`config.mk`:
```
export PLATFORM = sky130hd
export DESIGN_NAME = fetch_sequencer_flat
export DESIGN_NICKNAME = d
export VERILOG_FILES = /design/src/rtl/fetch_sequencer_pkg.sv /design/src/rtl/fetch_sequencer_if.sv /design/src/rtl/fetch_sequencer_buffer.sv /design/src/rtl/fetch_sequencer.sv /design/src/flat_wrapper.sv
export SDC_FILE = /design/constraint.sdc
export NUM_CORES = 1
export LEC_CHECK = 0
export ABC_AREA = 1
export BUFFER_PORTS_ARGS = -buffer_cell sky130_fd_sc_hd__buf_2
export CAP_MARGIN = 5
export CELL_PAD_IN_SITES_DETAIL_PLACEMENT = 1
export CELL_PAD_IN_SITES_GLOBAL_PLACEMENT = 1
export CORE_ASPECT_RATIO = 0.6
export CORE_MARGIN = 2
export CORE_UTILIZATION = 30
export DETAILED_ROUTE_END_ITERATION = 8
export PLACE_DENSITY = 0.8
export SETUP_SLACK_MARGIN = 0.15
export SLEW_MARGIN = 20
export SYNTH_ARGS = -nofsm -noshare
export SYNTH_HDL_FRONTEND = slang
export SYNTH_SLANG_ARGS = --single-unit
```
`constraint.sdc`:
```
create_clock -name clk -period 3.1 [get_ports clk]
set_input_delay 0.155 -clock clk [delete_from_list [all_inputs] [get_ports clk]]
set_output_delay 0.155 -clock clk [all_outputs]
set_load 0.01 [all_outputs]
```
`src/rtl/fetch_sequencer_pkg.sv`:
```
`default_nettype none
// ============================================================================
// Module   : fetch_sequencer_pkg
// Purpose  : Shared state type and address constants for the fetch stage.
// Revision : 1.0 - initial release
// ============================================================================
package fetch_sequencer_pkg;

  typedef enum logic [1:0] {
    IDLE   = 2'd0,
    FETCH  = 2'd1,
    HALTED = 2'd2
  } fetch_state_t;

  localparam logic [31:0] RESET_VECTOR_DEFAULT = 32'h0000_0000;
  localparam logic [31:0] TRAP_VECTOR_DEFAULT  = 32'h0000_0100;
  localparam logic [31:0] INSTR_BYTES          = 32'd4;

endpackage
`default_nettype wire

```
`src/rtl/fetch_sequencer_if.sv`:
```
`default_nettype none
// ============================================================================
// Module   : fetch_sequencer_if
// Purpose  : Redirect, control, instruction-memory and decode-side signals.
// Revision : 1.0 - initial release
// ============================================================================
interface fetch_sequencer_if;

  logic [31:0] PCTarget;
  logic        PCSrc;
  logic        trap;
  logic        halt;
  logic        resume;
  logic        stall;
  logic        imem_req;
  logic [31:0] imem_addr;
  logic        imem_ready;
  logic [31:0] imem_rdata;
  logic [31:0] instr;
  logic [31:0] instr_pc;
  logic        instr_valid;
  logic        flush;
  logic [31:0] program_counter;
  logic [31:0] fetch_count;

  // master is the fetch sequencer itself
  modport master (
    input  PCTarget, PCSrc, trap, halt, resume, stall, imem_ready, imem_rdata,
    output imem_req, imem_addr, instr, instr_pc, instr_valid, flush,
           program_counter, fetch_count
  );

  modport slave (
    output PCTarget, PCSrc, trap, halt, resume, stall, imem_ready, imem_rdata,
    input  imem_req, imem_addr, instr, instr_pc, instr_valid, flush,
           program_counter, fetch_count
  );

endinterface
`default_nettype wire

```
`src/rtl/fetch_sequencer_buffer.sv`:
```
`default_nettype none
// ============================================================================
// Module   : fetch_sequencer_buffer
// Purpose  : One-deep fetched-instruction register with load/consume/clear.
// Revision : 1.0 - initial release
// ============================================================================
module fetch_sequencer_buffer
  import fetch_sequencer_pkg::*;
(
  input  logic        clk,
  input  logic        reset,
  input  logic        clear,
  input  logic        load,
  input  logic        consume,
  input  logic [31:0] load_instr,
  input  logic [31:0] load_pc,
  output logic [31:0] instr,
  output logic [31:0] instr_pc,
  output logic        instr_valid
);

  logic [31:0] instr_q, instr_d;
  logic [31:0] pc_q, pc_d;
  logic        valid_q, valid_d;

  // clear beats load so a redirect discards same-cycle return data
  always_comb begin
    instr_d = instr_q;
    pc_d    = pc_q;
    valid_d = valid_q;
    if (clear) begin
      valid_d = 1'b0;
    end else if (load) begin
      instr_d = load_instr;
      pc_d    = load_pc;
      valid_d = 1'b1;
    end else if (consume) begin
      valid_d = 1'b0;
    end
  end

  always_ff @(posedge clk or negedge reset) begin
    if (!reset) begin
      instr_q <= '0;
      pc_q    <= '0;
      valid_q <= 1'b0;
    end else begin
      instr_q <= instr_d;
      pc_q    <= pc_d;
      valid_q <= valid_d;
    end
  end

  assign instr       = instr_q;
  assign instr_pc    = pc_q;
  assign instr_valid = valid_q;

endmodule
`default_nettype wire

```
`src/rtl/fetch_sequencer.sv`:
```
`default_nettype none
// ============================================================================
// Module   : fetch_sequencer
// Purpose  : Fetch-stage PC owner: redirect arbitration, imem handshake, halt.
// Revision : 1.0 - initial release
// ============================================================================
module fetch_sequencer
  import fetch_sequencer_pkg::*;
#(
  parameter logic [31:0] RESET_VECTOR = RESET_VECTOR_DEFAULT,
  parameter logic [31:0] TRAP_VECTOR  = TRAP_VECTOR_DEFAULT
) (
  input  logic              clk,
  input  logic              reset,
  fetch_sequencer_if.master bus
);

  fetch_state_t state_q, state_d;
  logic [31:0]  pc_q, pc_d;
  logic [31:0]  count_q, count_d;

  logic consume;
  logic trap_take;
  logic branch_take;
  logic halt_take;
  logic redirect;
  logic accept;

  assign consume     = bus.instr_valid && !bus.stall;
  assign trap_take   = bus.trap && (state_q != IDLE);
  assign branch_take = bus.PCSrc && (state_q == FETCH);
  assign redirect    = trap_take || branch_take;
  assign halt_take   = bus.halt && (state_q == FETCH) && consume && !redirect;

  assign bus.imem_req  = (state_q == FETCH) && !(bus.instr_valid && bus.stall);
  // a halting cycle must not advance the PC, so its return data is dropped
  assign accept        = bus.imem_req && bus.imem_ready && !redirect && !halt_take;
  assign bus.imem_addr = pc_q;
  assign bus.flush     = redirect;

  always_comb begin
    state_d = state_q;
    pc_d    = pc_q;
    count_d = count_q;

    unique case (state_q)
      IDLE:    state_d = FETCH;
      FETCH:   if (trap_take) state_d = FETCH;
               else if (halt_take) state_d = HALTED;
      HALTED:  if (trap_take || bus.resume) state_d = FETCH;
      default: state_d = IDLE;
    endcase

    if (trap_take)        pc_d = TRAP_VECTOR;
    else if (branch_take) pc_d = bus.PCTarget;
    else if (accept)      pc_d = pc_q + INSTR_BYTES;

    if (accept) count_d = count_q + 32'd1;
  end

  always_ff @(posedge clk or negedge reset) begin
    if (!reset) begin
      state_q <= IDLE;
      pc_q    <= RESET_VECTOR;
      count_q <= '0;
    end else begin
      state_q <= state_d;
      pc_q    <= pc_d;
      count_q <= count_d;
    end
  end

  fetch_sequencer_buffer u_fetch_buffer (
    .clk         (clk),
    .reset       (reset),
    .clear       (redirect || halt_take),
    .load        (accept),
    .consume     (consume),
    .load_instr  (bus.imem_rdata),
    .load_pc     (pc_q),
    .instr       (bus.instr),
    .instr_pc    (bus.instr_pc),
    .instr_valid (bus.instr_valid)
  );

  assign bus.program_counter = pc_q;
  assign bus.fetch_count     = count_q;

endmodule
`default_nettype wire
```
`src/flat_wrapper.sv`:
```
// flat-port wrapper written by rule: the top's interface ports become plain ports
module fetch_sequencer_flat import fetch_sequencer_pkg::*;
#(
  parameter logic [31:0] RESET_VECTOR = RESET_VECTOR_DEFAULT,
  parameter logic [31:0] TRAP_VECTOR  = TRAP_VECTOR_DEFAULT
)
  (clk, reset, bus_PCTarget, bus_PCSrc, bus_trap, bus_halt, bus_resume, bus_stall, bus_imem_ready, bus_imem_rdata, bus_imem_req, bus_imem_addr, bus_instr, bus_instr_pc, bus_instr_valid, bus_flush, bus_program_counter, bus_fetch_count);
  fetch_sequencer_if bus_i ();
  input  logic clk;
  input  logic reset;
  input wire logic [$bits(bus_i.PCTarget)-1:0] bus_PCTarget;
  input wire logic [$bits(bus_i.PCSrc)-1:0] bus_PCSrc;
  input wire logic [$bits(bus_i.trap)-1:0] bus_trap;
  input wire logic [$bits(bus_i.halt)-1:0] bus_halt;
  input wire logic [$bits(bus_i.resume)-1:0] bus_resume;
  input wire logic [$bits(bus_i.stall)-1:0] bus_stall;
  input wire logic [$bits(bus_i.imem_ready)-1:0] bus_imem_ready;
  input wire logic [$bits(bus_i.imem_rdata)-1:0] bus_imem_rdata;
  output wire logic [$bits(bus_i.imem_req)-1:0] bus_imem_req;
  output wire logic [$bits(bus_i.imem_addr)-1:0] bus_imem_addr;
  output wire logic [$bits(bus_i.instr)-1:0] bus_instr;
  output wire logic [$bits(bus_i.instr_pc)-1:0] bus_instr_pc;
  output wire logic [$bits(bus_i.instr_valid)-1:0] bus_instr_valid;
  output wire logic [$bits(bus_i.flush)-1:0] bus_flush;
  output wire logic [$bits(bus_i.program_counter)-1:0] bus_program_counter;
  output wire logic [$bits(bus_i.fetch_count)-1:0] bus_fetch_count;
  assign bus_i.PCTarget = bus_PCTarget;
  assign bus_i.PCSrc = bus_PCSrc;
  assign bus_i.trap = bus_trap;
  assign bus_i.halt = bus_halt;
  assign bus_i.resume = bus_resume;
  assign bus_i.stall = bus_stall;
  assign bus_i.imem_ready = bus_imem_ready;
  assign bus_i.imem_rdata = bus_imem_rdata;
  assign bus_imem_req = bus_i.imem_req;
  assign bus_imem_addr = bus_i.imem_addr;
  assign bus_instr = bus_i.instr;
  assign bus_instr_pc = bus_i.instr_pc;
  assign bus_instr_valid = bus_i.instr_valid;
  assign bus_flush = bus_i.flush;
  assign bus_program_counter = bus_i.program_counter;
  assign bus_fetch_count = bus_i.fetch_count;
  fetch_sequencer #(.RESET_VECTOR(RESET_VECTOR), .TRAP_VECTOR(TRAP_VECTOR)) u_core (.clk(clk), .reset(reset), .bus(bus_i));
endmodule
```
==> flow_summary.toml <==
[outcome]
outcome = "finished clean"

[global_routing]
grt_pass1_vias = 7609
grt_max_degree = 67
antenna_found_initial = 1
grt_overflow_total = 0
grt.total_usage_pct = 22.9
grt_pass1_wl_um = 44600

[power_and_ir_drop]
clockPowerShare_pct = 33.1
seqPwrFrac_pct = 39.1
p_sw_mw = 2.41
power_leakage_nw = 4.93
swShare_pct = 36.6
p_int_mw = 4.18
ir_drop_v = 0.000362
cellPowerDensity_nw_per_um2 = 697
p_comb_share_pct = 27.7

[final_layout]
mostFrequentLayoutCell = "nand2_1"
multiInputGateArea_um2 = 3300
seq_area_um2 = 3280
final_layout_size_suffix_gt1_share_pct = 22.4
mostFrequentLayoutCells = "nand2_1 (459), buf_2 (233), nor2_1 (142)"
n_fill_cell = 3017
area_delta_synth_final_pct = 30.8
fin_nets = 1343

[placement]
dp_hpwl_um = 20500
pre_cts_ws_ns = 0.448
place_congestion = 0.889
port_buffers = 234

[min_path]
holdPathEnd = "u_core.bus.imem_addr[6]"
min_from = "bus_PCTarget[6]"
min_path_type = "in -> reg"
min_path_cells = 3

[timing]
final_max_slew_viol_count = 0
hold_violations = 0
relSlewSlack_pct = 31.4
worstMarginPinSlew_ns = 1.03
rsz0062_at_grt = "false"
fmax_mhz = 378
setup_ws_ns = 0.458
fin_skew_ns = 0.0147
period_minus_slack_ns = 2.64
finalSetupTns_ns = 0
finalSetupViolCount = 0
fin_crit_sh_pct = 85.2

[clock_network]
clk_path_buf_depth = 2
htree_levels = 4
cts_num_sinks = 131
clkTransAtPathRegs_ns = 0.06
cts_tree = "built"
cts-root-buf = "clkbuf_16"
post_cts_buffers = 0
cts_inserted_buffers = 17
clkLatencyLatePin_ns = 0.43

[synth]
synth_area_um2 = 7230
seq_area_frac_synth_pct = 45.3
ys.flop_type = "dfrtp_1"
yosysUniqueCellTypes = 33
syn_area_per_cell_um2 = 7.00
synth-edff-count = 0
synthArstFlopShare_pct = 100
synth_seq_cells = 131
syn_nets = 1107
synth_warnings = 0
synthesis.instances = 1033

[critical_path]
crit_required_ns = 3.40
critPathMaxFanout = 66
cp_data_arrival_time_ns = 2.95
r2r_end = "u_core.bus.fetch_count[3]"
crit_top_cell = "buf_4"
rr_worst_depth = 8
r2r_setup_slack_ns = 0.46
max_stage_delay_ns = 0.64
path_cells = "inv_2 > nor2_4 > nand3_1 > nand3_4 > buf_4 > buf_4 > nor2_1 > xor2_1"
slowest_stage = "buf_4"
path_class = "reg -> reg"
end_kind = "flip-flop"
timing.rr.start = "u_core.state_q[0]"
critPathLaunchType = "flip-flop"

[route]
vias_per_cell = 4.75
drtAntennaViolNets = 0
drc = 0
first_pass_iters = 6
vias = 7584
wl_per_cell_um = 17.9
routed_wl_um = 28500
drt-initial-drc-count = 588

[flow_run]
maxCapViolations = 0

[floorplan]
num_rows = 43
dieArea_um2 = 25400
die_y_um = 124
io_pins = 235
die_w_um = 204
coreArea_um2 = 23400
initial_core_util_pct = 30.9
-- sequential cells by signal (all words and copies together), names as in the netlist --
| register | cells |
|---|---|
| u_core.bus.fetch_count | 32 |
| u_core.bus.imem_addr | 32 |
| u_core.state_q | 2 |
| u_core.u_fetch_buffer.instr | 32 |
| u_core.u_fetch_buffer.instr_pc | 32 |
| u_core.u_fetch_buffer.instr_valid | 1 |
-- Yosys cell counts, types with 3 or more instances --
cell type  instances  area [µm²]
xor2_1            10        87.6
dfrtp_1          131        3280
o22ai_1            3        18.8
clkbuf_1           6        22.5
o21ai_1            5        25.0
o21ai_0           59         295
nor2_1           142         533
nand3b_1           8        60.1
inv_1             63         236
inv_2              4        15.0
xnor2_1            8        70.1
nand3_1           58         290
buf_4             38         285
nand2_1          459        1720
buf_2             14        70.1
-- worst max-delay path by stage --
stage	from	slack (ns)	endpoint
2_1_floorplan	u_core.bus.imem_addr[3]	1.45	u_core.bus.imem_addr[28]
6_report	u_core.state_q[0]	0.46	u_core.bus.fetch_count[3]
4_1_cts	u_core.state_q[0]	0.44	u_core.bus.fetch_count[3]
3_3_place_gp	u_core.state_q[0]	0.55	u_core.bus.fetch_count[2]
3_5_place_dp	u_core.state_q[0]	0.45	u_core.bus.fetch_count[3]
5_1_grt	u_core.state_q[0]	0.19	u_core.bus.fetch_count[3]
-- critical path, delay by kind of cell, from the launching register on --
kind	cells	cell delay, ns
simple gates	4	0.60
flops	1	0.45
xor+xnor	1	0.17
buf+inv	3	1.26
-- metrics by stage --
step                power (mW)  cells  hold WS [ns]  utilization, %  area (µm²)
finish                    6.60   1598        0.0417            40.4        9460
global placement          4.30   1529         0.169            36.2        8470
global route              7.02   1597        0.0613            40.4        9460
floorplan                 3.52   1033        -0.141               -        7230
detailed placement        4.37   1529         0.175            36.2        8470
CTS                       6.62   1597        0.0197            40.4        9460
-- power by group through the flow --
stage          Sequential, mW  Combinational (mW)  Clock, mW
2_1_floorplan            2.67               0.847          0
3_3_place_gp             2.58                1.72          0
3_5_place_dp             2.58                1.78          0
4_1_cts                  2.57                1.82       2.23
5_1_grt                  2.65                2.04       2.32
6_report                 2.58                1.83       2.19
-- final cells by class --
| class | count | area share (%) |
|---|---|---|
| diodes | 1 | 0.0265 |
| clock buffers | 20 | 4.72 |
| clock inverters | 12 | 1.92 |
| inverters | 67 | 2.66 |
| multi-input cells | 773 | 34.9 |
| flip-flops and latches | 131 | 34.7 |
| well taps | 315 | 4.17 |
| repair buffers | 279 | 17.0 |
-- layer usage --
| layer | vias to the layer above | track usage [%] | share of wire, % |
|---|---|---|---|
| li1 | 3642 | - | - |
| met5 | - | 0 | 0 |
| met1 | 3673 | 35.1 | 51 |
| met3 | 20 | 5.89 | 6.9 |
| met2 | 249 | 31.9 | 41 |
| met4 | 0 | 4.69 | 0.99 |
-- timing repair --
item | CTS | global route
hold buffers | 36 | 0
resized for setup | 0 | 0
endpoints found under the hold margin | 87 | 0
-- kinds of logic after synthesis --
group           count (synthesis)  synth area share (%)
xor+xnor                       18                  2.18
mux                             2                 0.277
flops                         131                  45.3
compound gates                 73                  5.38
simple gates                  678                  37.4
buf+inv                       129                  9.11
fa+ha+maj                       2                 0.346
No activity file was read; power rests on OpenSTA's default activity.
